<file path="src/rtl/geodash_pkg.sv">
`timescale 1ns/1ps
`default_nettype none
// ============================================================================
// Module      : geodash_pkg
// Description : Shared playfield constants, FSM state type and helpers for
//               the obstacle controller.
// Revision    : 1.0  initial release
// ============================================================================
package geodash_pkg;

  localparam int SCREEN_W    = 640;
  localparam int CEILING_ROW = 42;
  localparam int FLOOR_ROW   = 437;
  localparam int OBS_X_W     = 11;

  typedef logic [OBS_X_W-1:0] obs_x_t;

  typedef enum logic [1:0] {
    IDLE = 2'd0,
    RUN  = 2'd1,
    HIT  = 2'd2
  } state_t;

  // Unsigned subtract that clamps at zero instead of wrapping.
  function automatic logic [11:0] sat_sub12(input logic [11:0] a, input logic [11:0] b);
    return (a > b) ? (a - b) : 12'd0;
  endfunction

endpackage
`default_nettype wire

</file>
<file path="src/rtl/obstacle_controller_if.sv">
`timescale 1ns/1ps
`default_nettype none
// ============================================================================
// Module      : obstacle_controller_if
// Description : Frame/start/ball inputs and obstacle state outputs.
// Revision    : 1.0  initial release
// ============================================================================
interface obstacle_controller_if;
  import geodash_pkg::*;

  logic        frame_clk;
  logic        start;
  logic [9:0]  BallX;
  logic [9:0]  BallY;
  logic [9:0]  Ball_size;
  obs_x_t      Triangle_X;
  logic [10:0] Triangle_Y;
  obs_x_t      Column_X;
  logic        is_flipped;
  logic        is_column_flipped;
  logic        will_collide;

  modport master (
    output frame_clk, start, BallX, BallY, Ball_size,
    input  Triangle_X, Triangle_Y, Column_X, is_flipped, is_column_flipped, will_collide
  );

  modport slave (
    input  frame_clk, start, BallX, BallY, Ball_size,
    output Triangle_X, Triangle_Y, Column_X, is_flipped, is_column_flipped, will_collide
  );

endinterface
`default_nettype wire

</file>
<file path="src/rtl/obstacle_controller_lfsr8.sv">
`timescale 1ns/1ps
`default_nettype none
// ============================================================================
// Module      : lfsr8
// Description : 8-bit Fibonacci LFSR, taps 8,6,5,4; steps only when advanced.
// Revision    : 1.0  initial release
// ============================================================================
module lfsr8 (
  input  wire logic       Clk,
  input  wire logic       Reset,
  input  wire logic       advance,
  input  wire logic [7:0] seed,
  output logic      [7:0] q
);

  always_ff @(posedge Clk or posedge Reset) begin
    if (Reset) begin
      q <= seed;
    end else if (advance) begin
      q <= {q[6:0], q[7] ^ q[5] ^ q[4] ^ q[3]};
    end
  end

endmodule
`default_nettype wire

</file>
<file path="src/rtl/obstacle_controller.sv">
`timescale 1ns/1ps
`default_nettype none
// ============================================================================
// Module      : obstacle_controller
// Description : Scrolls a spike and a column once per frame, respawns them
//               with random orientation and flags ball/spike overlap.
//               Optional macro OBSTACLE_SPEEDUP_EN: speed grows every 8 wraps.
// Revision    : 1.0  initial release
// ============================================================================
module obstacle_controller
  import geodash_pkg::*;
#(
  parameter int         SCROLL_SPEED = 2,
  parameter int         SPAWN_X      = 660,
  parameter int         COLUMN_LAG   = 320,
  parameter int         FLOOR_TRI_Y  = 428,
  parameter int         CEIL_TRI_Y   = 51,
  parameter logic [7:0] LFSR_SEED    = 8'hA5
) (
  input wire logic              Clk,
  input wire logic              Reset,
  obstacle_controller_if.slave  bus
);

  localparam obs_x_t      c_spawn_x  = obs_x_t'(SPAWN_X);
  localparam obs_x_t      c_col_init = obs_x_t'(SPAWN_X + COLUMN_LAG);
  localparam logic [10:0] c_floor_y  = 11'(FLOOR_TRI_Y);
  localparam logic [10:0] c_ceil_y   = 11'(CEIL_TRI_Y);

  state_t      r_state, w_state_nxt;
  logic        r_frame_q, w_tick;
  obs_x_t      r_tri_x, w_tri_x_nxt, r_col_x, w_col_x_nxt, w_speed;
  logic [10:0] r_tri_y, w_tri_y_nxt;
  logic        r_flip, w_flip_nxt, r_col_flip, w_col_flip_nxt;
  logic        r_collide, w_collide_nxt;
  logic        w_lfsr_adv, w_tri_wrap, w_col_wrap, w_overlap;
  logic [7:0]  w_lfsr;
  logic [5:0]  w_lfsr_unused;

`ifdef OBSTACLE_SPEEDUP_EN
  localparam logic [2:0] c_speed_init = 3'(SCROLL_SPEED);
  localparam logic [2:0] c_speed_max  = 3'd6;
  logic [2:0] r_speed, w_speed_nxt, r_wrap_cnt, w_wrap_cnt_nxt;
  assign w_speed = obs_x_t'(r_speed);
`else
  assign w_speed = obs_x_t'(SCROLL_SPEED);
`endif

  assign w_tick        = bus.frame_clk & ~r_frame_q;
  assign w_lfsr_unused = w_lfsr[7:2];

  lfsr8 u_lfsr (
    .Clk     (Clk),
    .Reset   (Reset),
    .advance (w_lfsr_adv),
    .seed    (LFSR_SEED),
    .q       (w_lfsr)
  );

  // Bounding-box overlap on pre-update positions, 12-bit unsigned.
  logic [11:0] w_tx, w_ty, w_bx, w_by, w_bs;
  logic [11:0] w_tri_l, w_tri_r, w_tri_t, w_tri_b;
  logic [11:0] w_ball_l, w_ball_r, w_ball_t, w_ball_b;

  assign w_tx     = {1'b0, r_tri_x};
  assign w_ty     = {1'b0, r_tri_y};
  assign w_bx     = {2'b00, bus.BallX};
  assign w_by     = {2'b00, bus.BallY};
  assign w_bs     = {2'b00, bus.Ball_size};
  assign w_tri_l  = sat_sub12(w_tx, 12'd7);
  assign w_tri_r  = w_tx + 12'd8;
  assign w_tri_t  = w_ty - (r_flip ? 12'd8 : 12'd4);
  assign w_tri_b  = w_ty + (r_flip ? 12'd4 : 12'd8);
  assign w_ball_l = sat_sub12(w_bx, w_bs);
  assign w_ball_r = w_bx + w_bs;
  assign w_ball_t = sat_sub12(w_by, w_bs);
  assign w_ball_b = w_by + w_bs;

  assign w_overlap = (w_tri_l <= w_ball_r) && (w_ball_l <= w_tri_r) &&
                     (w_tri_t <= w_ball_b) && (w_ball_t <= w_tri_b);

  assign w_tri_wrap = (r_tri_x < w_speed);
  assign w_col_wrap = (r_col_x < w_speed);

  always_comb begin
    w_state_nxt    = r_state;
    w_tri_x_nxt    = r_tri_x;
    w_col_x_nxt    = r_col_x;
    w_tri_y_nxt    = r_tri_y;
    w_flip_nxt     = r_flip;
    w_col_flip_nxt = r_col_flip;
    w_collide_nxt  = r_collide;
    w_lfsr_adv     = 1'b0;
`ifdef OBSTACLE_SPEEDUP_EN
    w_speed_nxt    = r_speed;
    w_wrap_cnt_nxt = r_wrap_cnt;
`endif
    case (r_state)
      IDLE, HIT: begin
        // A restart discards any coincident tick.
        if (bus.start) begin
          w_state_nxt    = RUN;
          w_tri_x_nxt    = c_spawn_x;
          w_col_x_nxt    = c_col_init;
          w_tri_y_nxt    = c_floor_y;
          w_flip_nxt     = 1'b0;
          w_col_flip_nxt = 1'b0;
          w_collide_nxt  = 1'b0;
`ifdef OBSTACLE_SPEEDUP_EN
          w_speed_nxt    = c_speed_init;
          w_wrap_cnt_nxt = 3'd0;
`endif
        end
      end
      RUN: begin
        if (w_tick) begin
          if (w_overlap) begin
            w_collide_nxt = 1'b1;
            w_state_nxt   = HIT;
          end else begin
            if (w_tri_wrap) begin
              w_tri_x_nxt = c_spawn_x;
              w_flip_nxt  = w_lfsr[0];
              w_tri_y_nxt = w_lfsr[0] ? c_ceil_y : c_floor_y;
`ifdef OBSTACLE_SPEEDUP_EN
              w_wrap_cnt_nxt = r_wrap_cnt + 3'd1;
              if (r_wrap_cnt == 3'd7 && r_speed < c_speed_max) begin
                w_speed_nxt = r_speed + 3'd1;
              end
`endif
            end else begin
              w_tri_x_nxt = r_tri_x - w_speed;
            end
            if (w_col_wrap) begin
              w_col_x_nxt    = c_spawn_x;
              w_col_flip_nxt = w_lfsr[1];
            end else begin
              w_col_x_nxt = r_col_x - w_speed;
            end
            w_lfsr_adv = w_tri_wrap | w_col_wrap;
          end
        end
      end
      default: w_state_nxt = IDLE;
    endcase
  end

  always_ff @(posedge Clk or posedge Reset) begin
    if (Reset) begin
      r_state    <= IDLE;
      r_frame_q  <= 1'b0;
      r_tri_x    <= c_spawn_x;
      r_col_x    <= c_col_init;
      r_tri_y    <= c_floor_y;
      r_flip     <= 1'b0;
      r_col_flip <= 1'b0;
      r_collide  <= 1'b0;
`ifdef OBSTACLE_SPEEDUP_EN
      r_speed    <= c_speed_init;
      r_wrap_cnt <= 3'd0;
`endif
    end else begin
      r_state    <= w_state_nxt;
      r_frame_q  <= bus.frame_clk;
      r_tri_x    <= w_tri_x_nxt;
      r_col_x    <= w_col_x_nxt;
      r_tri_y    <= w_tri_y_nxt;
      r_flip     <= w_flip_nxt;
      r_col_flip <= w_col_flip_nxt;
      r_collide  <= w_collide_nxt;
`ifdef OBSTACLE_SPEEDUP_EN
      r_speed    <= w_speed_nxt;
      r_wrap_cnt <= w_wrap_cnt_nxt;
`endif
    end
  end

  assign bus.Triangle_X        = r_tri_x;
  assign bus.Column_X          = r_col_x;
  assign bus.Triangle_Y        = r_tri_y;
  assign bus.is_flipped        = r_flip;
  assign bus.is_column_flipped = r_col_flip;
  assign bus.will_collide      = r_collide;

endmodule
`default_nettype wire

</file>
<file path="src/flat_wrapper.sv">
// flat-port wrapper written by rule: the top's interface ports become plain ports
module obstacle_controller_flat import geodash_pkg::*;
#(
  parameter int         SCROLL_SPEED = 2,
  parameter int         SPAWN_X      = 660,
  parameter int         COLUMN_LAG   = 320,
  parameter int         FLOOR_TRI_Y  = 428,
  parameter int         CEIL_TRI_Y   = 51,
  parameter logic [7:0] LFSR_SEED    = 8'hA5
)
  (Clk, Reset, bus_frame_clk, bus_start, bus_BallX, bus_BallY, bus_Ball_size, bus_Triangle_X, bus_Triangle_Y, bus_Column_X, bus_is_flipped, bus_is_column_flipped, bus_will_collide);
  obstacle_controller_if bus_i ();
  input wire logic Clk;
  input wire logic Reset;
  input wire logic [$bits(bus_i.frame_clk)-1:0] bus_frame_clk;
  input wire logic [$bits(bus_i.start)-1:0] bus_start;
  input wire logic [$bits(bus_i.BallX)-1:0] bus_BallX;
  input wire logic [$bits(bus_i.BallY)-1:0] bus_BallY;
  input wire logic [$bits(bus_i.Ball_size)-1:0] bus_Ball_size;
  output wire logic [$bits(bus_i.Triangle_X)-1:0] bus_Triangle_X;
  output wire logic [$bits(bus_i.Triangle_Y)-1:0] bus_Triangle_Y;
  output wire logic [$bits(bus_i.Column_X)-1:0] bus_Column_X;
  output wire logic [$bits(bus_i.is_flipped)-1:0] bus_is_flipped;
  output wire logic [$bits(bus_i.is_column_flipped)-1:0] bus_is_column_flipped;
  output wire logic [$bits(bus_i.will_collide)-1:0] bus_will_collide;
  assign bus_i.frame_clk = bus_frame_clk;
  assign bus_i.start = bus_start;
  assign bus_i.BallX = bus_BallX;
  assign bus_i.BallY = bus_BallY;
  assign bus_i.Ball_size = bus_Ball_size;
  assign bus_Triangle_X = bus_i.Triangle_X;
  assign bus_Triangle_Y = bus_i.Triangle_Y;
  assign bus_Column_X = bus_i.Column_X;
  assign bus_is_flipped = bus_i.is_flipped;
  assign bus_is_column_flipped = bus_i.is_column_flipped;
  assign bus_will_collide = bus_i.will_collide;
  obstacle_controller #(.SCROLL_SPEED(SCROLL_SPEED), .SPAWN_X(SPAWN_X), .COLUMN_LAG(COLUMN_LAG), .FLOOR_TRI_Y(FLOOR_TRI_Y), .CEIL_TRI_Y(CEIL_TRI_Y), .LFSR_SEED(LFSR_SEED)) u_core (.Clk(Clk), .Reset(Reset), .bus(bus_i));
endmodule
</file>
<file path="config.mk">
export PLATFORM = sky130hd
export DESIGN_NAME = obstacle_controller_flat
export DESIGN_NICKNAME = d
export VERILOG_FILES = /design/src/rtl/geodash_pkg.sv /design/src/rtl/obstacle_controller_if.sv /design/src/rtl/obstacle_controller_lfsr8.sv /design/src/rtl/obstacle_controller.sv /design/src/flat_wrapper.sv
export SDC_FILE = /design/constraint.sdc
export NUM_CORES = 1
export LEC_CHECK = 0
export BUFFER_PORTS_ARGS = -buffer_cell sky130_fd_sc_hd__buf_4
export CAP_MARGIN = 10
export CORE_ASPECT_RATIO = 0.7
export CORE_MARGIN = 2
export CORE_UTILIZATION = 40
export CTS_CLUSTER_SIZE = 10
export DETAILED_ROUTE_END_ITERATION = 12
export PLACE_DENSITY_LB_ADDON = 0.12
export SYNTH_ARGS = -nofsm -noshare
export SYNTH_HDL_FRONTEND = slang
export SYNTH_SLANG_ARGS = --single-unit
</file>
<file path="constraint.sdc">
create_clock -name Clk -period 3.2 [get_ports Clk]
set_clock_uncertainty 0.05 [all_clocks]
set_input_delay 0.16 -clock Clk [delete_from_list [all_inputs] [get_ports Clk]]
set_output_delay 0.16 -clock Clk [all_outputs]
set_load 0.05 [all_outputs]
</file>
==> impl_metrics.prom, run 1 <==
# TYPE chip_impl_metric gauge
chip_impl_info{name="run_status",value="complete, but fails checks"} 1
chip_impl_info{name="failed_checks",value="negative setup slack"} 1
chip_impl_metric{name="synthDistinctLibCells",unit=""} 71
chip_impl_metric{name="synth-seq-area-share",unit="%"} 17.6
chip_impl_metric{name="setup_viol",unit=""} 34
chip_impl_info{name="critical-path-slowest-cell",value="fa_2"} 1
chip_impl_info{name="rsz0062_at_grt",value="yes"} 1
chip_impl_metric{name="clock_insertion_delay_worst_skew",unit="ns"} 0.28
chip_impl_metric{name="clk_pin_slew",unit="ns"} 0.05
chip_impl_info{name="cts.root.buffer_cell",value="clkbuf_16"} 1
chip_impl_metric{name="post_route_cells_drive_above_1_share",unit="%"} 38.8
chip_impl_info{name="cp-end-kind",value="flop"} 1
chip_impl_metric{name="mappedNetlistArea",unit="µm²"} 5070
chip_impl_metric{name="cp_data_arrival_time",unit="ns"} 4.24
chip_impl_metric{name="core_area",unit="µm²"} 12400
chip_impl_metric{name="synthCells",unit=""} 621
chip_impl_metric{name="chipHeight",unit="µm"} 98.2
chip_impl_metric{name="irDropWorstVdd",unit="mV"} 0.501
chip_impl_metric{name="num_io_pins",unit=""} 70
chip_impl_info{name="holdCritPathClass",value="in -> reg"} 1
chip_impl_metric{name="clock_sink_count",unit=""} 35
chip_impl_metric{name="synthArstFlopShare",unit="%"} 100
chip_impl_metric{name="final_net_count",unit=""} 954
chip_impl_metric{name="clock.fmax",unit="MHz"} 243
chip_impl_metric{name="grt_first_pass_wirelength",unit="µm"} 25400
chip_impl_metric{name="routed_via_density",unit=""} 5.21
chip_impl_metric{name="cellPowerDensity",unit="nW/µm²"} 633
chip_impl_metric{name="detail_route.first_pass.iterations",unit=""} 4
chip_impl_metric{name="cts_made_buffers",unit=""} 5
chip_impl_metric{name="maximum_number_of_pins_on_one_net_before_global_route_repair",unit=""} 36
chip_impl_metric{name="drt-initial-drc-count",unit=""} 221
chip_impl_info{name="most-common-layout-cells",value="buf_4 (226), ha_1 (83), nor2_1 (70)"} 1
chip_impl_metric{name="floorplan.initialDensity",unit="%"} 41.0
chip_impl_metric{name="areaGrowthSynthToFinish",unit="%"} 43.7
chip_impl_metric{name="layout_setup_ws",unit="ns"} -0.917
chip_impl_metric{name="number_of_levels_the_h_tree_was_split_into",unit=""} 2
chip_impl_metric{name="grt-ovfl-total",unit=""} 0
chip_impl_metric{name="synth.yosys.warnings",unit=""} 0
chip_impl_metric{name="internal-power",unit="mW"} 2.35
chip_impl_metric{name="critical_path_required",unit="ns"} 3.32
chip_impl_metric{name="net_switching_power",unit="mW"} 2.26
chip_impl_metric{name="worst_path_largest_cell_delay",unit="ns"} 0.42
chip_impl_info{name="mostFrequentLayoutCell",value="buf_4"} 1
chip_impl_metric{name="timing_max_transition_violations_final",unit=""} 0
chip_impl_info{name="startpoint_type",value="input pin"} 1
chip_impl_metric{name="gr-usage-met3",unit="%"} 3.14
chip_impl_metric{name="hold_viol_final",unit=""} 0
chip_impl_info{name="criticalPathCategory",value="in -> reg"} 1
chip_impl_metric{name="grt_use_met2",unit="%"} 36.4
chip_impl_metric{name="gr-usage-all-layers",unit="%"} 22.8
chip_impl_metric{name="post-synth-top-area-fraction",unit="%"} 21.7
chip_impl_metric{name="cts_buffer_depth",unit=""} 2
chip_impl_metric{name="worst_pin_slew",unit="ns"} 0.971
chip_impl_info{name="yosys.area.top_type",value="ha_1"} 1
chip_impl_metric{name="die_outline_area",unit="µm²"} 13600
chip_impl_info{name="clock_tree_from_tritoncts",value="built"} 1
chip_impl_metric{name="max_slew_margin",unit="%"} 35.0
chip_impl_metric{name="globalRouteMet1Util",unit="%"} 33.0
chip_impl_info{name="yosys-top-cells-area",value="ha_1 (22%), dfrtp_1 (9.9%), dfstp_2 (7.8%)"} 1
chip_impl_metric{name="port_buffers",unit=""} 63
chip_impl_info{name="critical-path-top-cell-by-count",value="a21oi_2"} 1
chip_impl_metric{name="power.clock.fraction",unit="%"} 10.1
chip_impl_info{name="crit_chain",value="buf_8 -> clkinvlp_4 -> fa_2 -> a21o_1 -> a21oi_2 -> o21bai_1 -> a21oi_2 -> buf_4 -> o21bai_4 -> a21oi_2 -> buf_4 -> xnor2_1 -> nor2_1 -> ha_1 -> nand4_1 -> nor3_2 -> o21a_1 -> o31ai_4 -> a211oi_2 -> o31a_1 -> a21oi_4 -> nand2b_4 -> buf_6 -> a32o_2"} 1
chip_impl_metric{name="pre_cts_slack",unit="ns"} -1.47
chip_impl_metric{name="dr_total_vias",unit=""} 5164
chip_impl_metric{name="power",unit="mW"} 4.61
chip_impl_metric{name="path_max_fanout",unit=""} 8
chip_impl_metric{name="synth.ff_latch_count",unit=""} 35
chip_impl_metric{name="die_width",unit="µm"} 139
chip_impl_metric{name="route.detailed.drc",unit=""} 0
chip_impl_metric{name="number_of_global_route_vias_before_repair",unit=""} 5215
chip_impl_metric{name="pwr-share-seq",unit="%"} 15.4
chip_impl_info{name="synth_ff_type",value="dfrtp_1"} 1
chip_impl_metric{name="power.switching_fraction",unit="%"} 49.0
chip_impl_metric{name="crit_path_time_final",unit="ns"} 4.12
chip_impl_metric{name="finalWeightedCongestion",unit=""} 0.859
chip_impl_metric{name="totalWireLength",unit="µm"} 15100
chip_impl_metric{name="ant_nets",unit=""} 0
chip_impl_metric{name="detailed_place_hpwl",unit="µm"} 12400
chip_impl_info{name="critical-path-top-delay-family",value="compound AO/OA/AOI/OAI gates"} 1
chip_impl_metric{name="antenna_violations_before_repair",unit=""} 0
chip_impl_metric{name="period_share",unit="%"} 129
chip_impl_metric{name="placement_row_count",unit=""} 34
chip_impl_metric{name="synth-edff-count",unit=""} 0
chip_impl_metric{name="n_antenna_cell",unit=""} 0
chip_impl_metric{name="power.leakage",unit="nW"} 3.59
chip_impl_metric{name="cp.buffers_inverters",unit=""} 5
chip_impl_info{name="grt.busiest_layer",value="met2"} 1
chip_impl_metric{name="avg_inst_size_synth",unit="µm²"} 8.17
chip_impl_metric{name="power_frac_comb",unit="%"} 74.5
chip_impl_metric{name="drv.max_cap_violation_count",unit=""} 0
chip_impl_metric{name="wl_per_cell",unit="µm"} 15.2
-- routing by layer --
layer | wire length (µm) | part of all wire, %
met2 | 6620 | 44
met1 | 7800 | 52
met3 | 453 | 3.0
met5 | 0 | 0
met4 | 187 | 1.2
-- worst paths after layout --
kind / from / end / slack (ns) / cells past startpoint
max: bus_Ball_size[1] / u_core.bus.Column_X[5]$_DFFE_PP0P_ / -0.92 / 24
min: bus_start / u_core.r_state[1]$_DFFE_PP0P_ / 0.18 / 3
max reg2reg: u_core.bus.Triangle_X[3]$_DFFE_PP0P_ / u_core.bus.Column_X[5]$_DFFE_PP0P_ / -0.47 / 16
min reg2reg: u_core.r_state[0]$_DFFE_PP0P_ / u_core.bus.Column_X[9]$_DFFE_PP1P_ / 0.45 / 1
max in group asynchronous: Reset / u_core.bus.Column_X[2]$_DFFE_PP1P_ / 2.25 / 4
min in group asynchronous: Reset / u_core.bus.Triangle_X[1]$_DFFE_PP0P_ / 0.49 / 4
-- worst reg2reg max path: stages, from the launching register on --
cell and delay (ns):
dfrtp_2 0.38, buf_4 0.20, ha_1 0.20, nand3_1 0.14, nor2_1 0.25, nand3_1 0.14, ha_1 0.31, nand4_1 0.22
nor3_2 0.28, o21a_1 0.20, o31ai_4 0.10, a211oi_2 0.20, o31a_1 0.24, a21oi_4 0.12, nand2b_4 0.17, buf_6 0.14
a32o_2 0.24
-- cell usage after synthesis (3+ instances only) --
| master | number |
|---|---|
| o21ai_1 | 14 |
| nor3_1 | 20 |
| a31oi_1 | 5 |
| xor2_1 | 9 |
| o211a_1 | 4 |
| fa_1 | 4 |
| a21o_1 | 12 |
| nand4_1 | 10 |
| a211oi_1 | 9 |
| clkbuf_1 | 16 |
| nor2b_1 | 8 |
| and3_1 | 5 |
| nor2_1 | 73 |
| mux2_4 | 8 |
| mux2i_1 | 4 |
| a22o_1 | 5 |
| buf_4 | 13 |
| buf_6 | 3 |
| nand2b_1 | 12 |
| xnor2_1 | 31 |
| dfstp_2 | 15 |
| buf_2 | 7 |
| o31ai_1 | 4 |
| dfrtp_1 | 20 |
| or4_1 | 3 |
| o21ai_0 | 18 |
| nor3b_1 | 5 |
| nand3_1 | 14 |
| ha_1 | 88 |
| a21oi_1 | 32 |
| o31a_1 | 5 |
| inv_1 | 52 |
| o32ai_1 | 3 |
| o211ai_1 | 4 |
| o21bai_1 | 10 |
| nand2_1 | 26 |
| o21a_1 | 5 |
-- cell type report --
class	count	area (µm²)
inverter	53	208
tap	162	203
fill	1114	5090
multi-input combinational	498	4030
clock inverter	1	5.00
timing repair buffer	235	1820
sequential	35	896
clock buffer	7	133
-- power groups by stage --
| stage | registers (mW) | logic, mW | clock network [mW] |
|---|---|---|---|
| CTS | 0.708 | 3.36 | 0.481 |
| global route | 0.731 | 3.78 | 0.503 |
| finish | 0.709 | 3.44 | 0.467 |
| detailed placement | 0.715 | 3.22 | 0 |
| floorplan | 1.08 | 1.78 | 0 |
| global placement | 0.709 | 3.15 | 0 |
-- stage by stage --
step / TNS (ns) / hold slack [ns] / utilization, % / instance area, µm² / instances
2_1_floorplan: -13.36 / 0.141 / - / 5230 / 625
3_3_place_gp: -42.18 / 0.246 / 55.0 / 6810 / 966
3_5_place_dp: -45.82 / 0.249 / 55.0 / 6810 / 966
4_1_cts: -30.90 / 0.170 / 58.0 / 7180 / 987
5_1_grt: -33.20 / 0.183 / 58.9 / 7290 / 991
6_report: -28.03 / 0.178 / 58.9 / 7290 / 991
-- cell families (layout without fill, tap and decap cells) --
logic type               after synthesis  after routing  share of synthesized area, %
XOR/XNOR                              40             40                          6.91
multiplexers                          12             12                          3.16
buffers and inverters                 92            296                          8.39
other                                  2              6                         0.148
AND/OR/NAND/NOR                      191            191                          18.6
AO/OA/AOI/OAI                        157            157                          21.8
adder cells (fa/ha/maj)               92             92                          23.3
flip-flops                            35             35                          17.6
-- repair_timing --
| action | 4_1_cts | 5_1_grt |
|---|---|---|
| endpoints found under the hold margin | 21 | 0 |
| pin swaps | 21 | 17 |
| buffers inserted | 11 | 4 |
| endpoints found under the setup margin | 34 | 34 |
| hold buffers | 2 | 0 |
| gates resized for setup | 31 | 17 |
-- sequential cells by signal (all words and copies together), names as in the netlist --
name	cells
u_core.bus.Triangle_Y	1
u_core.bus.is_flipped	1
u_core.bus.Column_X	10
u_core.r_state	2
u_core.r_frame_q	1
u_core.bus.will_collide	1
u_core.bus.Triangle_X	10
u_core.bus.is_column_flipped	1
u_core.u_lfsr.q	8
No activity file was read; power rests on OpenSTA's default activity.
==> inputs of run 2 (changes only) <==
--- a/config.mk
+++ b/config.mk
@@ -5,11 +5,15 @@
 export SDC_FILE = /design/constraint.sdc
 export NUM_CORES = 1
 export LEC_CHECK = 0
+export ABC_AREA = 1
 export BUFFER_PORTS_ARGS = -buffer_cell sky130_fd_sc_hd__buf_4
 export CAP_MARGIN = 10
+export CELL_PAD_IN_SITES_DETAIL_PLACEMENT = 1
+export CELL_PAD_IN_SITES_GLOBAL_PLACEMENT = 2
 export CORE_ASPECT_RATIO = 0.7
 export CORE_MARGIN = 2
-export CORE_UTILIZATION = 40
+export CORE_UTILIZATION = 30
+export CTS_BUF_LIST = sky130_fd_sc_hd__clkbuf_8 sky130_fd_sc_hd__clkbuf_16
 export CTS_CLUSTER_SIZE = 10
 export DETAILED_ROUTE_END_ITERATION = 12
 export PLACE_DENSITY_LB_ADDON = 0.12
==> impl_metrics.prom, run 2 <==
# TYPE chip_impl_metric gauge
chip_impl_info{name="synth_ff_type",value="dfrtp_1"} 1
chip_impl_metric{name="final.hold.worst_slack",unit="ns"} 0.119
chip_impl_metric{name="stdcell_area",unit="µm²"} 7430
chip_impl_metric{name="clock.fmax",unit="MHz"} 293
chip_impl_metric{name="cts_buffer_depth",unit=""} 2
chip_impl_metric{name="worst_pin_slew",unit="ns"} 0.725
chip_impl_metric{name="power.clock.fraction",unit="%"} 8.2
chip_impl_info{name="yosys.area.top_type",value="ha_1"} 1
chip_impl_metric{name="post-synth-top-area-fraction",unit="%"} 21.2
chip_impl_metric{name="antenna_violations_before_repair",unit=""} 0
chip_impl_metric{name="number_of_global_route_vias_before_repair",unit=""} 6024
chip_impl_info{name="rsz0062_at_grt",value="yes"} 1
chip_impl_metric{name="power.leakage",unit="nW"} 3.98
chip_impl_metric{name="path_max_fanout",unit=""} 5
chip_impl_metric{name="clock_insertion_delay_worst_skew",unit="ns"} 0.29
chip_impl_info{name="criticalPathCategory",value="in -> reg"} 1
chip_impl_metric{name="synth-edff-count",unit=""} 0
chip_impl_info{name="yosys-top-cells-area",value="ha_1 (21%), nand2_1 (12%), dfrtp_1 (9.7%)"} 1
chip_impl_metric{name="synthCells",unit=""} 756
chip_impl_metric{name="critical_path_required",unit="ns"} 3.38
chip_impl_metric{name="detailed_place.area",unit="µm²"} 6880
chip_impl_metric{name="ant_nets",unit=""} 0
chip_impl_metric{name="detailed_place_hpwl",unit="µm"} 16000
chip_impl_metric{name="pre_cts_slack",unit="ns"} -0.571
chip_impl_metric{name="num_io_pins",unit=""} 70
chip_impl_metric{name="placement_row_count",unit=""} 40
chip_impl_metric{name="route.detailed.drc",unit=""} 0
chip_impl_metric{name="gr-usage-all-layers",unit="%"} 21.1
chip_impl_metric{name="totalWireLength",unit="µm"} 19300
chip_impl_metric{name="wl_per_cell",unit="µm"} 16.3
chip_impl_metric{name="avg_inst_size_synth",unit="µm²"} 6.86
chip_impl_metric{name="max_slew_margin",unit="%"} 51.6
chip_impl_metric{name="synth.ff_latch_count",unit=""} 35
chip_impl_metric{name="power_frac_comb",unit="%"} 77.2
chip_impl_metric{name="n_antenna_cell",unit=""} 0
chip_impl_metric{name="irDropWorstVdd",unit="mV"} 0.438
chip_impl_metric{name="maximum_number_of_pins_on_one_net_before_global_route_repair",unit=""} 24
chip_impl_info{name="holdCritPathClass",value="in -> reg"} 1
chip_impl_metric{name="clk_pin_slew",unit="ns"} 0.06
chip_impl_metric{name="synthDistinctLibCells",unit=""} 44
chip_impl_metric{name="die_outline_area",unit="µm²"} 18400
chip_impl_metric{name="clock_sink_count",unit=""} 35
chip_impl_metric{name="dr_total_vias",unit=""} 5596
chip_impl_metric{name="hold_viol_final",unit=""} 0
chip_impl_metric{name="post_route_cells_drive_above_1_share",unit="%"} 33.2
chip_impl_metric{name="pwr-share-seq",unit="%"} 14.6
chip_impl_metric{name="port_buffers",unit=""} 63
chip_impl_info{name="clock_tree_from_tritoncts",value="built"} 1
chip_impl_metric{name="drt-initial-drc-count",unit=""} 246
chip_impl_metric{name="power.switching_fraction",unit="%"} 53.8
chip_impl_metric{name="finalWeightedCongestion",unit=""} 0.816
chip_impl_metric{name="areaGrowthSynthToFinish",unit="%"} 43.5
chip_impl_metric{name="final_net_count",unit=""} 1081
chip_impl_metric{name="cts_made_buffers",unit=""} 5
chip_impl_info{name="most-common-layout-cells",value="buf_4 (209), nand2_1 (151), inv_1 (92)"} 1
chip_impl_metric{name="worst_path_largest_cell_delay",unit="ns"} 0.36
chip_impl_metric{name="floorplan.initialDensity",unit="%"} 30.5
chip_impl_metric{name="mappedNetlistArea",unit="µm²"} 5180
chip_impl_metric{name="core_area",unit="µm²"} 17000
chip_impl_metric{name="cp_data_arrival_time",unit="ns"} 3.59
chip_impl_metric{name="detail_route.first_pass.iterations",unit=""} 4
chip_impl_info{name="critical-path-top-cell-by-count",value="nand2_1"} 1
chip_impl_info{name="cp-end-kind",value="flop"} 1
chip_impl_info{name="failed_checks",value="negative setup slack"} 1
chip_impl_metric{name="fill_cells",unit=""} 2172
chip_impl_metric{name="layout_setup_ws",unit="ns"} -0.211
chip_impl_info{name="run_status",value="complete, but fails checks"} 1
chip_impl_metric{name="synth.yosys.warnings",unit=""} 0
chip_impl_metric{name="chipHeight",unit="µm"} 114
chip_impl_metric{name="grt_first_pass_wirelength",unit="µm"} 31200
chip_impl_metric{name="die_width",unit="µm"} 161
chip_impl_metric{name="grt-ovfl-total",unit=""} 0
chip_impl_metric{name="cellPowerDensity",unit="nW/µm²"} 798
chip_impl_metric{name="period_share",unit="%"} 107
chip_impl_info{name="startpoint_type",value="input pin"} 1
chip_impl_metric{name="internal-power",unit="mW"} 2.74
chip_impl_info{name="synth_most_common_cell",value="nand2_1"} 1
chip_impl_metric{name="routed_via_density",unit=""} 4.71
chip_impl_metric{name="net_switching_power",unit="mW"} 3.20
chip_impl_metric{name="synthArstFlopShare",unit="%"} 100
chip_impl_metric{name="setup_viol",unit=""} 33
chip_impl_metric{name="number_of_levels_the_h_tree_was_split_into",unit=""} 2
chip_impl_info{name="cts.root.buffer_cell",value="clkbuf_16"} 1
chip_impl_metric{name="drv.max_cap_violation_count",unit=""} 0
chip_impl_metric{name="timing_max_transition_violations_final",unit=""} 0
chip_impl_info{name="yosys-top-cells-count",value="nand2_1 (166), inv_1 (95), ha_1 (88), nor2_1 (68), nand3_1 (59)"} 1
chip_impl_metric{name="synth-seq-area-share",unit="%"} 17.3
chip_impl_metric{name="setup_tns",unit="ns"} -4.51
chip_impl_info{name="mostFrequentLayoutCell",value="buf_4"} 1
chip_impl_info{name="critical-path-slowest-cell",value="fa_2"} 1
chip_impl_metric{name="crit_path_time_final",unit="ns"} 3.41
[run 2: cell types whose count changed after synthesis, sizes merged, moves of 8 or more]
cell    before  now
clkbuf      16    5
nor2b        8    0
a211oi      10    0
nand4       10   18
nand3       14   60
a21oi       33   53
xor2         9   37
xnor2       31    8
inv         53  103
nand2       26  173
nand2b      13    0
mux2         8    0
[run 2: area by class of cell]
| cell class | count | area, µm² | share of cell area (%) |
|---|---|---|---|
| multi-input combinational | 589 | 3960 | 53.2 |
| timing repair buffer | 221 | 1760 | 23.6 |
| sequential | 35 | 897 | 12.1 |
| inverter | 103 | 394 | 5.30 |
| tap | 231 | 289 | 3.89 |
| clock buffer | 5 | 125 | 1.68 |
| clock inverter | 3 | 16.3 | 0.219 |
[run 2: cells by family after synthesis]
logic type / after synthesis / synth area share (%)
DFF: 35 / 17.3
other: 2 / 0.145
buffers and inverters: 136 / 11.7
AOI/OAI and AO/OA: 106 / 11.7
xor gates and xnor gates: 45 / 7.61
and+or+nand+nor: 340 / 28.8
adders and majority gates: 92 / 22.8
[run 2: power by group through the flow]
stage | sequential [mW] | combinational, mW | clock [mW]
finish | 0.864 | 4.58 | 0.487
global route | 0.890 | 5.08 | 0.518
CTS | 0.865 | 4.48 | 0.498
detailed placement | 0.867 | 4.30 | 0
global placement | 0.857 | 4.17 | 0
floorplan | 1.31 | 2.37 | 0
[run 2: final timing paths]
path | endpoint | cells past startpoint | slack [ns] | start
hold / removal | u_core.r_state[1]$_DFFE_PP0P_ | 4 | 0.12 | bus_start
setup / recovery | u_core.bus.Column_X[10]$_DFFE_PP0P_ | 27 | -0.21 | bus_BallX[0]
hold reg to reg | u_core.u_lfsr.q[7]$_DFFE_PP1P_ | 2 | 0.43 | u_core.u_lfsr.q[7]$_DFFE_PP1P_
max in group asynchronous | u_core.bus.Triangle_X[4]$_DFFE_PP1P_ | 4 | 1.85 | Reset
setup reg to reg | u_core.bus.Column_X[10]$_DFFE_PP0P_ | 18 | -0.15 | u_core.bus.Triangle_X[4]$_DFFE_PP1P_
min in group asynchronous | u_core.r_frame_q$_DFF_PP0_ | 3 | 0.45 | Reset
[run 2: worst max-delay path: cells and delay by family]
family                   cells  cell delay [ns]
AND/OR/NAND/NOR             16             1.75
AO/OA/AOI/OAI                4             0.67
buffers and inverters        4             0.37
adder cells (fa/ha/maj)      3             0.64
[run 2: routing by layer]
layer | vias to the layer above | wire length (µm) | GRT usage, %
met4 | 0 | 101 | 1.67
li1 | 2842 | - | -
met1 | 2691 | 10200 | 30.5
met5 | - | 0 | 0
met2 | 53 | 8600 | 35.2
met3 | 10 | 388 | 2.51
[run 2: stage by stage]
stage,util [%],instances,total power [mW]
after global routing,43.7,1187,6.49
final,43.7,1187,5.93
after global placement,40.4,1161,5.03
after floorplan,-,760,3.67
after CTS,42.5,1180,5.85
after detailed placement,40.4,1161,5.17
[run 2: repair_timing]
action,4_1_cts,5_1_grt
buffers inserted,8,6
hold buffers,2,0
gates resized for setup,32,32
cloned,1,1
endpoints found under the hold margin,10,0
pin swaps,6,12
setup endpoints to repair,33,34
==> inputs of run 3 (changes only) <==
--- a/config.mk
+++ b/config.mk
@@ -5,18 +5,17 @@
 export SDC_FILE = /design/constraint.sdc
 export NUM_CORES = 1
 export LEC_CHECK = 0
-export ABC_AREA = 1
 export BUFFER_PORTS_ARGS = -buffer_cell sky130_fd_sc_hd__buf_4
 export CAP_MARGIN = 10
 export CELL_PAD_IN_SITES_DETAIL_PLACEMENT = 1
 export CELL_PAD_IN_SITES_GLOBAL_PLACEMENT = 2
 export CORE_ASPECT_RATIO = 0.7
 export CORE_MARGIN = 2
-export CORE_UTILIZATION = 30
+export CORE_UTILIZATION = 32
 export CTS_BUF_LIST = sky130_fd_sc_hd__clkbuf_8 sky130_fd_sc_hd__clkbuf_16
 export CTS_CLUSTER_SIZE = 10
 export DETAILED_ROUTE_END_ITERATION = 12
-export PLACE_DENSITY_LB_ADDON = 0.12
+export PLACE_DENSITY = 0.88
 export SYNTH_ARGS = -nofsm -noshare
 export SYNTH_HDL_FRONTEND = slang
 export SYNTH_SLANG_ARGS = --single-unit
==> impl_metrics.prom, run 3 (synthesis results as in run 1) <==
# TYPE chip_impl_metric gauge
chip_impl_metric{name="timing_max_transition_violations_final",unit=""} 0
chip_impl_metric{name="ant_nets",unit=""} 0
chip_impl_info{name="clock_tree_from_tritoncts",value="built"} 1
chip_impl_metric{name="detailed_place_hpwl",unit="µm"} 15000
chip_impl_metric{name="die_outline_area",unit="µm²"} 16900
chip_impl_info{name="startpoint_type",value="input pin"} 1
chip_impl_metric{name="setup_viol",unit=""} 34
chip_impl_info{name="holdCritPathClass",value="in -> reg"} 1
chip_impl_info{name="critical-path-top-delay-family",value="compound AO/OA/AOI/OAI gates"} 1
chip_impl_metric{name="detailed_place.area",unit="µm²"} 6880
chip_impl_info{name="most-common-layout-cells",value="buf_4 (227), ha_1 (82), nor2_1 (67)"} 1
chip_impl_metric{name="setup_tns",unit="ns"} -24.00
chip_impl_metric{name="area_used_by_multi_input_combinational_logic",unit="µm²"} 4090
chip_impl_metric{name="crit_path_time_final",unit="ns"} 4.02
chip_impl_metric{name="n_antenna_cell",unit=""} 0
chip_impl_metric{name="fill_cells",unit=""} 1852
chip_impl_metric{name="power",unit="mW"} 4.97
chip_impl_metric{name="maximum_number_of_pins_on_one_net_before_global_route_repair",unit=""} 29
chip_impl_metric{name="route.detailed.drc",unit=""} 0
chip_impl_metric{name="detail_route.first_pass.iterations",unit=""} 4
chip_impl_metric{name="placed_cells",unit=""} 1009
chip_impl_info{name="run_status",value="complete, but fails checks"} 1
chip_impl_metric{name="irDropWorstVdd",unit="mV"} 0.331
chip_impl_metric{name="core_area",unit="µm²"} 15500
chip_impl_metric{name="pre_cts_slack",unit="ns"} -1.44
chip_impl_metric{name="hold_viol_final",unit=""} 0
chip_impl_info{name="critical-path-slowest-cell",value="a311oi_2"} 1
chip_impl_metric{name="floorplan.initialDensity",unit="%"} 32.7
chip_impl_metric{name="layout_setup_ws",unit="ns"} -0.823
chip_impl_metric{name="path_max_fanout",unit=""} 6
chip_impl_info{name="rsz0062_at_grt",value="yes"} 1
chip_impl_metric{name="wl_per_cell",unit="µm"} 17.9
chip_impl_metric{name="antenna_violations_before_repair",unit=""} 0
chip_impl_metric{name="number_of_global_route_vias_before_repair",unit=""} 5686
chip_impl_metric{name="clock.fmax",unit="MHz"} 249
chip_impl_metric{name="placement_row_count",unit=""} 38
chip_impl_metric{name="grt-ovfl-total",unit=""} 0
chip_impl_metric{name="clk_pin_slew",unit="ns"} 0.06
chip_impl_metric{name="post-route-util",unit="%"} 48.2
chip_impl_metric{name="num_io_pins",unit=""} 70
chip_impl_metric{name="gr-usage-all-layers",unit="%"} 21.4
chip_impl_metric{name="cp.buffers_inverters",unit=""} 7
chip_impl_metric{name="finalWeightedCongestion",unit=""} 0.897
chip_impl_metric{name="critical_path_required",unit="ns"} 3.31
chip_impl_metric{name="cp_data_arrival_time",unit="ns"} 4.13
chip_impl_metric{name="clock_insertion_delay_worst_skew",unit="ns"} 0.29
chip_impl_metric{name="areaGrowthSynthToFinish",unit="%"} 47.3
chip_impl_metric{name="routed_via_density",unit=""} 5.25
chip_impl_metric{name="cellPowerDensity",unit="nW/µm²"} 666
chip_impl_metric{name="area_taken_by_flip_flops_and_latches",unit="µm²"} 896
chip_impl_info{name="criticalPathCategory",value="in -> reg"} 1
chip_impl_metric{name="max_slew_margin",unit="%"} 57.3
chip_impl_metric{name="finalNonFillerCells",unit=""} 1035
chip_impl_info{name="cp-end-kind",value="flop"} 1
chip_impl_metric{name="post_route_cells_drive_above_1_share",unit="%"} 40.8
chip_impl_metric{name="worst_path_largest_cell_delay",unit="ns"} 0.31
chip_impl_info{name="failed_checks",value="negative setup slack"} 1
chip_impl_metric{name="clock_sink_count",unit=""} 35
chip_impl_metric{name="cts_made_buffers",unit=""} 5
chip_impl_info{name="mostFrequentLayoutCell",value="buf_4"} 1
chip_impl_metric{name="drv.max_cap_violation_count",unit=""} 0
chip_impl_metric{name="drt-initial-drc-count",unit=""} 247
chip_impl_info{name="cts.root.buffer_cell",value="clkbuf_16"} 1
chip_impl_metric{name="die_width",unit="µm"} 154
chip_impl_metric{name="cts_buffer_depth",unit=""} 2
chip_impl_metric{name="number_of_levels_the_h_tree_was_split_into",unit=""} 2
chip_impl_metric{name="stdcell_area",unit="µm²"} 7470
chip_impl_metric{name="chipHeight",unit="µm"} 109
chip_impl_metric{name="grt_first_pass_wirelength",unit="µm"} 29000
chip_impl_info{name="critical-path-top-cell-by-count",value="a21oi_2"} 1
chip_impl_metric{name="port_buffers",unit=""} 63
chip_impl_metric{name="totalWireLength",unit="µm"} 18600
chip_impl_metric{name="worst_pin_slew",unit="ns"} 0.639
chip_impl_metric{name="final_net_count",unit=""} 960
chip_impl_metric{name="final.hold.worst_slack",unit="ns"} 0.182
chip_impl_metric{name="period_share",unit="%"} 126
chip_impl_metric{name="power.leakage",unit="nW"} 3.64
chip_impl_metric{name="dr_total_vias",unit=""} 5430
-- run 3: changes by cell type in the layout (fill, tap and decap cells not counted), moves of 15 or more --
cell and delta:
a21oi_1 -18, buf_4 +18, inv_1 -45, nand2_1 -127, nand2_2 -15, nand3_1 -43
xnor2_1 +22, xor2_1 -28
-- run 3: tightest hold or removal path: cells and delay by family --
kind,cells,cell delay [ns]
buffers and inverters,1,0.11
AND/OR/NAND/NOR,1,0.04
AO/OA/AOI/OAI,1,0.16
-- run 3: area by class of cell --
cell class / count / area share (%)
multi-input cells: 498 / 54.7
repair buffers: 241 / 25.3
flip-flops and latches: 35 / 12.0
well taps: 200 / 3.35
inverters: 53 / 2.78
clock buffers: 5 / 1.67
clock inverters: 3 / 0.218
-- run 3: what timing repair did --
action	CTS	global route
hold endpoints to repair	1	3
hold buffers	1	1
endpoints found under the setup margin	34	34
pin swaps	31	42
setup buffers	8	8
resized for setup	39	25
-- run 3: routing by layer --
metal  share of wire, %  GRT usage, %
met1                 46          28.6
met2                 48          37.5
met3                4.2          2.48
met4                1.3          4.56
met5                  0             0
-- run 3: path summary, 6_finish.rpt --
path	start	to	slack [ns]	cells after the start
min reg2reg	u_core.bus.Column_X[7]$_DFFE_PP1P_	u_core.bus.Column_X[7]$_DFFE_PP1P_	0.47	1
max in group asynchronous	Reset	u_core.bus.Column_X[9]$_DFFE_PP1P_	2.13	5
max	bus_Ball_size[1]	u_core.bus.Triangle_X[10]$_DFFE_PP0P_	-0.82	26
min	bus_start	u_core.r_state[1]$_DFFE_PP0P_	0.18	3
min in group asynchronous	Reset	u_core.bus.Triangle_X[5]$_DFFE_PP0P_	0.33	3
max reg2reg	u_core.bus.Triangle_X[4]$_DFFE_PP1P_	u_core.bus.Triangle_X[10]$_DFFE_PP0P_	-0.51	18
-- run 3: report_power, final --
part / leakage, nW / internal, mW / switching (mW)
sequential: 0.410 / 0.598 / 0.127
combinational: 3.15 / 1.62 / 2.15
clock: 0.0710 / 0.284 / 0.196
